`src/rtl/serial_shift_unit.sv`:
```
// Multi-cycle shifter (sll/srl/sra/ror), one bit position per clock.
// Operands are captured on start; busy covers the whole operation and done pulses once with the result.
module serial_shift_unit #(
  parameter int WIDTH   = 32,
  parameter int SHAMT_W = 5   // must equal $clog2(WIDTH)
) (
  input  logic               clk,
  input  logic               rst_n,
  input  logic               start,
  input  logic [1:0]         op,
  input  logic [WIDTH-1:0]   data_in,
  input  logic [SHAMT_W-1:0] shamt,
  output logic               busy,
  output logic               done,
  output logic [WIDTH-1:0]   result
);

  typedef enum logic [1:0] {
    ST_IDLE  = 2'b00,
    ST_SHIFT = 2'b01,
    ST_DONE  = 2'b10
  } state_t;

  typedef enum logic [1:0] {
    OP_SLL = 2'b00,
    OP_SRL = 2'b01,
    OP_SRA = 2'b10,
    OP_ROR = 2'b11
  } op_t;

  localparam logic [SHAMT_W-1:0] COUNT_ONE = SHAMT_W'(1);

  state_t             r_state;
  op_t                r_op;
  logic [WIDTH-1:0]   r_data;
  logic [SHAMT_W-1:0] r_count;
  logic               r_busy;
  logic               r_done;
  logic [WIDTH-1:0]   w_step;

  // One-position step of the data register for the latched operation.
  always_comb begin
    // NOTE: default assignment first so no path through the case leaves w_step unassigned (no latch).
    w_step = r_data;
    unique case (r_op)
      OP_SLL: w_step = {r_data[WIDTH-2:0], 1'b0};
      OP_SRL: w_step = {1'b0, r_data[WIDTH-1:1]};
      OP_SRA: w_step = {r_data[WIDTH-1], r_data[WIDTH-1:1]};
      OP_ROR: w_step = {r_data[0], r_data[WIDTH-1:1]};
      default: w_step = r_data;
    endcase
  end

  // busy and done are registered alongside the state, so they follow it with no decode glitches.
  always_ff @(posedge clk or negedge rst_n) begin
    if (!rst_n) begin
      r_state <= ST_IDLE;
      r_op    <= OP_SLL;
      r_data  <= '0;
      r_count <= '0;
      r_busy  <= 1'b0;
      r_done  <= 1'b0;
    end else begin
      // NOTE: non-blocking assignments so every register updates from pre-edge values.
      unique case (r_state)
        ST_IDLE: begin
          if (start) begin
            r_data  <= data_in;
            r_count <= shamt;
            r_op    <= op_t'(op);
            r_busy  <= 1'b1;
            if (shamt == '0) begin
              r_state <= ST_DONE;
              r_done  <= 1'b1;
            end else begin
              r_state <= ST_SHIFT;
            end
          end
        end
        ST_SHIFT: begin
          r_data  <= w_step;
          r_count <= r_count - COUNT_ONE;
          // Leaving at count==1 means the counter never wraps below zero.
          if (r_count == COUNT_ONE) begin
            r_state <= ST_DONE;
            r_done  <= 1'b1;
          end
        end
        ST_DONE: begin
          r_state <= ST_IDLE;
          r_busy  <= 1'b0;
          r_done  <= 1'b0;
        end
        default: begin
          r_state <= ST_IDLE;
          r_busy  <= 1'b0;
          r_done  <= 1'b0;
        end
      endcase
    end
  end

  assign busy   = r_busy;
  assign done   = r_done;
  assign result = r_data;

endmodule

```
`config.mk`:
```
export PLATFORM = sky130hd
export DESIGN_NAME = serial_shift_unit
export DESIGN_NICKNAME = d
export VERILOG_FILES = /design/src/rtl/serial_shift_unit.sv
export SDC_FILE = /design/constraint.sdc
export NUM_CORES = 1
export LEC_CHECK = 0
export ABC_AREA = 1
export CAP_MARGIN = 10
export CORE_MARGIN = 2
export CORE_UTILIZATION = 47
export DETAILED_ROUTE_END_ITERATION = 7
export GPL_TIMING_DRIVEN = 0
export MAX_ROUTING_LAYER = met4
export PLACE_DENSITY = 0.92
export SYNTH_ARGS = -nofsm -noshare
export SYNTH_HDL_FRONTEND = slang
export SYNTH_SLANG_ARGS = --single-unit
```
`constraint.sdc`:
```
create_clock -name clk -period 1.8 [get_ports clk]
set_clock_uncertainty 0.2 [all_clocks]
set_input_delay 0.18 -clock clk [delete_from_list [all_inputs] [get_ports clk]]
set_output_delay 0.18 -clock clk [all_outputs]
set_load 0.1 [all_outputs]
```
== After elaboration in Yosys (flattened, before gate mapping) ==
Index checks and enable logic that the tools add are counted.
W data, S select, Z words.

* Register bits: 43
* Output and inout bits: 34
* Word-level logic and storage cells: 43

* Add/subtract/negate cells: 1
* Eq/ne operators: 9
* Multiplexer cells: 15
* Bitwise gates (word level): 1
* Reductions and logical operators: 10

{| class="wikitable"
|+ Operators with widths
! cell !! count
|-
| $pmux W32 S4 || 1
|-
| $pmux W32 S2 || 1
|-
| $mux W32 || 1
|-
| $pmux W5 S2 || 1
|-
| $ne A2 B2 Y1 const B || 4
|-
| $reduce_and A2 Y1 || 4
|-
| $mux W2 || 3
|-
| $reduce_and A3 Y1 || 2
|-
| $eq A5 B1 Y1 const B || 1
|-
| $logic_not A5 Y1 || 1
|-
| $mux W5 || 1
|-
| $sub A5 B1 Y5 const B || 1
|-
| $eq A2 B1 Y1 const B || 2
|-
| $eq A2 B2 Y1 const B || 2
|-
| $logic_not A2 Y1 || 2
|-
| $mux W1 || 4
|-
| $pmux W1 S2 || 2
|-
| $pmux W2 S2 || 1
|-
| $reduce_bool A2 Y1 || 1
|-
| $not A1 Y1 || 1
|}

== Longest topological paths before layout ==
* Word-level depth: 4
* Gate-level depth with buffers: 9
* Gate-level depth less buffers: 9

== Least setup slack after synthesis ==
OpenSTA, ideal clock, no wires.

* Kind: register to register
* From: reg r_data[21] (netlist: result[21])
* To: reg r_data[22] (netlist: result[22])
* Arrival time: 1.357 ns
* Setup slack: 0.156 ns
* Cell stages (with the launch flop): 5
* Path buffers: 0
* Clock period less this slack: 1.644 ns
* Cells stage by stage: dfrtp_1 > inv_1 > nand2_1 > nand3_1 > a22oi_1

* Word-level cells in the longest chain between the ends: 2

{| class="wikitable"
|+ Ends and longest elaborated chain
! item !! line !! RTL
|-
| from (decl) || 35 || <nowiki>logic [WIDTH-1:0] r_data;</nowiki>
|-
| from (signal assigned) || 68 || <nowiki>r_data <= data_in;</nowiki>
|-
| from (signal assigned) || 81 || <nowiki>r_data <= w_step;</nowiki>
|-
| $pmux W32 S4 || 45 || <nowiki>unique case (r_op)</nowiki>
|-
| $pmux W32 S2 || 65 || <nowiki>unique case (r_state)</nowiki>
|}

Every way passes these cells.
A chain may end at the register's enable or synchronous reset.

== Worst setup path after layout ==
* From: reg r_data[30] (netlist: result[30])
* To: out result[30]

{| class="wikitable"
|+ RTL lines
! item !! line !! RTL
|-
| to (decl) || 15 || <nowiki>output logic [WIDTH-1:0] result</nowiki>
|}

No word-level cell between the ends.

==> results.toml <==
[run_status]
run_status = "completed"

[layout]
nets = 460
antenna_cells = 0
fillers = 413
drive_gt1_share_pct = 17.3
stdcell_area_sq_mm = 0.00348
area_growth_syn_to_layout_pct = 39.8

[clock_network]
clockBufferDepth = 2
numCtsBuffers = 5
path_clk_slew_ps = 90
clock_latency_ps = 300
cts_tree = "built"
root_buffer = "clkbuf_8"
clock_sink_count = 43
cts_max_level = 2

[synth]
yosys.area.top_type = "dfrtp_1"
synth_area_sq_mm = 0.00249
synth_area_leaders = "dfrtp_1, nand2_1, a22oi_1, nand3_1, o21ai_0"
synth_common_cells = "nand2_1, inv_1, dfrtp_1"
synth_cells = 332
ys_seq_area_share_pct = 43.2
synth.most_common_cell = "nand2_1"
synth_warnings = 0
synthFlopType = "dfrtp_1"
synth_cell_type_count = 20
synth_nets = 376
synth_edf_count = 0
synth_area_per_cell_sq_um = 7.50
synth_top_area_share_pct = 43.2
async_reset_ff_share_pct = 100
synth.ff_latch_count = 43

[routing]
drc = 0
drt_first_pass_iters = 5
wl_met1_microns = 2870
wl_met2_microns = 3450
wl_microns = 6920
highest_layer = "met4"
ant_nets = 0
wl_per_cell_microns = 14.2
dr_total_vias = 2653
drt_iter0_drc = 238
viasPerCell = 5.45
wl_met3_microns = 482

[critical_path]
worstSetupPathType = "reg2out"
cp_max_fo = 3
arrival_ps = 1280
path_buf_inv = 1
cpMaxStageDelayCell = "clkdlybuf4s15_2"
endpoint_kind = "output pin"
cpPeakStageDelay_ps = 580
path_cells = "clkdlybuf4s15_2"
start_kind = "flop"
path_delay_family = "buffers and inverters"
required_ps = 1420

[floorplanning]
start_util_pct = 48.7
rows = 26
coreArea_sq_mm = 0.00511
die_width_microns = 76.8
die_h_microns = 76.8
io-pin-count = 76
dieArea_sq_mm = 0.00589

[timing]
drv_slew = 0
setup_viol = 0
timing.final.crit_share_pct = 92.5
worst_pin_slew_ps = 570
rsz0062_at_grt = "no"
slew_headroom_pct = 62.2
maxClockFrequency_ghz = 0.601
period_minus_slack_ps = 1660
hold_viol = 0

[placement]
placed_cell_area_sq_mm = 0.00334
place.gp.congestion = 0.878
hpwlAfterDp_microns = 5060
portBuffers = 75

[global_route]
grt_overflow = 0
antenna_found_initial = 0
grt_max_degree = 26
grt_pass1_wl_microns = 11600
grt_usage_pct = 24.8
grt_pass1_vias = 2661

[worst_hold_path]
hold_path.class = "in2async"

[run]
drv_cap = 0
cell families after synthesis:
logic type / Yosys count / synth area share (%)
compound gates: 74 / 18.1
simple gates: 147 / 25.3
flops: 43 / 43.2
buf+inv: 66 / 12.3
fa+ha+maj: 2 / 1.01
layer usage:
metal  vias to the layer above  track usage, %
li1                       1258               -
met1                      1250            30.9
met2                       135            40.3
met3                        10            4.35
met4                         0            9.45
met5                         -               -
through the flow:
stage / setup TNS (ps) / setup WS (ps) / cells / hold WS (ps) / util, %
final: 0 / 136 / 487 / 158 / 68.1
after global routing: 0 / 67.1 / 487 / 185 / 68.1
after CTS: 0 / 130 / 487 / 170 / 68.1
after detailed placement: -1660 / -96.0 / 478 / -44.7 / 65.4
after global placement: -34740 / -775 / 477 / 273 / 65.1
after floorplan: 0 / 156 / 332 / -316 / -
sequential cells by signal, summed over array words and instances (netlist names):
| name | flops |
|---|---|
| busy | 1 |
| done | 1 |
| r_count | 5 |
| r_op | 2 |
| r_state | 2 |
| result | 32 |
area by class of cell:
type	count	area (sq um)	area share, %
clock inverter	3	15.0	0.432
clock buffer	5	68.8	1.98
buffer	19	130	3.74
tap	70	87.6	2.52
inverter	47	176	5.07
multi-input combinational	223	1110	31.8
sequential	43	1080	30.9
timing repair buffer	77	818	23.5
final timing paths:
check                      slack [ps]  depth (start not counted)        from          to
setup / recovery                  140                          1  result[30]  result[30]
hold / removal                    160                          2       rst_n  result[27]
setup reg to reg                  170                          5  r_state[1]   result[2]
hold reg to reg                   280                          2        done        done
max in group asynchronous         750                          3       rst_n  result[11]
min in group clk                  260                          3       op[1]     r_op[1]
timing repair:
action | CTS | global route
setup buffers | 0 | 0
gates resized for setup | 102 | 1
hold buffers | 1 | 0
endpoints found under the setup margin | 34 | 1
hold endpoints to repair | 43 | 0
cell usage in the layout (no fill, tap or decap), types with 2 or more instances in the layout:
cell,Yosys,routed
buf_2,9,10
nor2_1,8,8
inv_1,45,45
o21ai_1,4,5
o21ai_0,38,37
a22oi_1,30,30
clkdlybuf4s50_1,0,40
ha_1,2,2
clkbuf_2,2,2
o211ai_1,2,2
nand2_1,89,89
buf_6,4,4
clkinv_2,0,3
nand3_1,42,42
buf_4,4,4
inv_2,2,2
clkbuf_8,0,5
nand2_2,4,4
clkdlybuf4s15_2,0,34
dfrtp_1,43,43
Power is not shown: default switching activity piles up to over one toggle a cycle in this logic, so the estimate is an artifact.
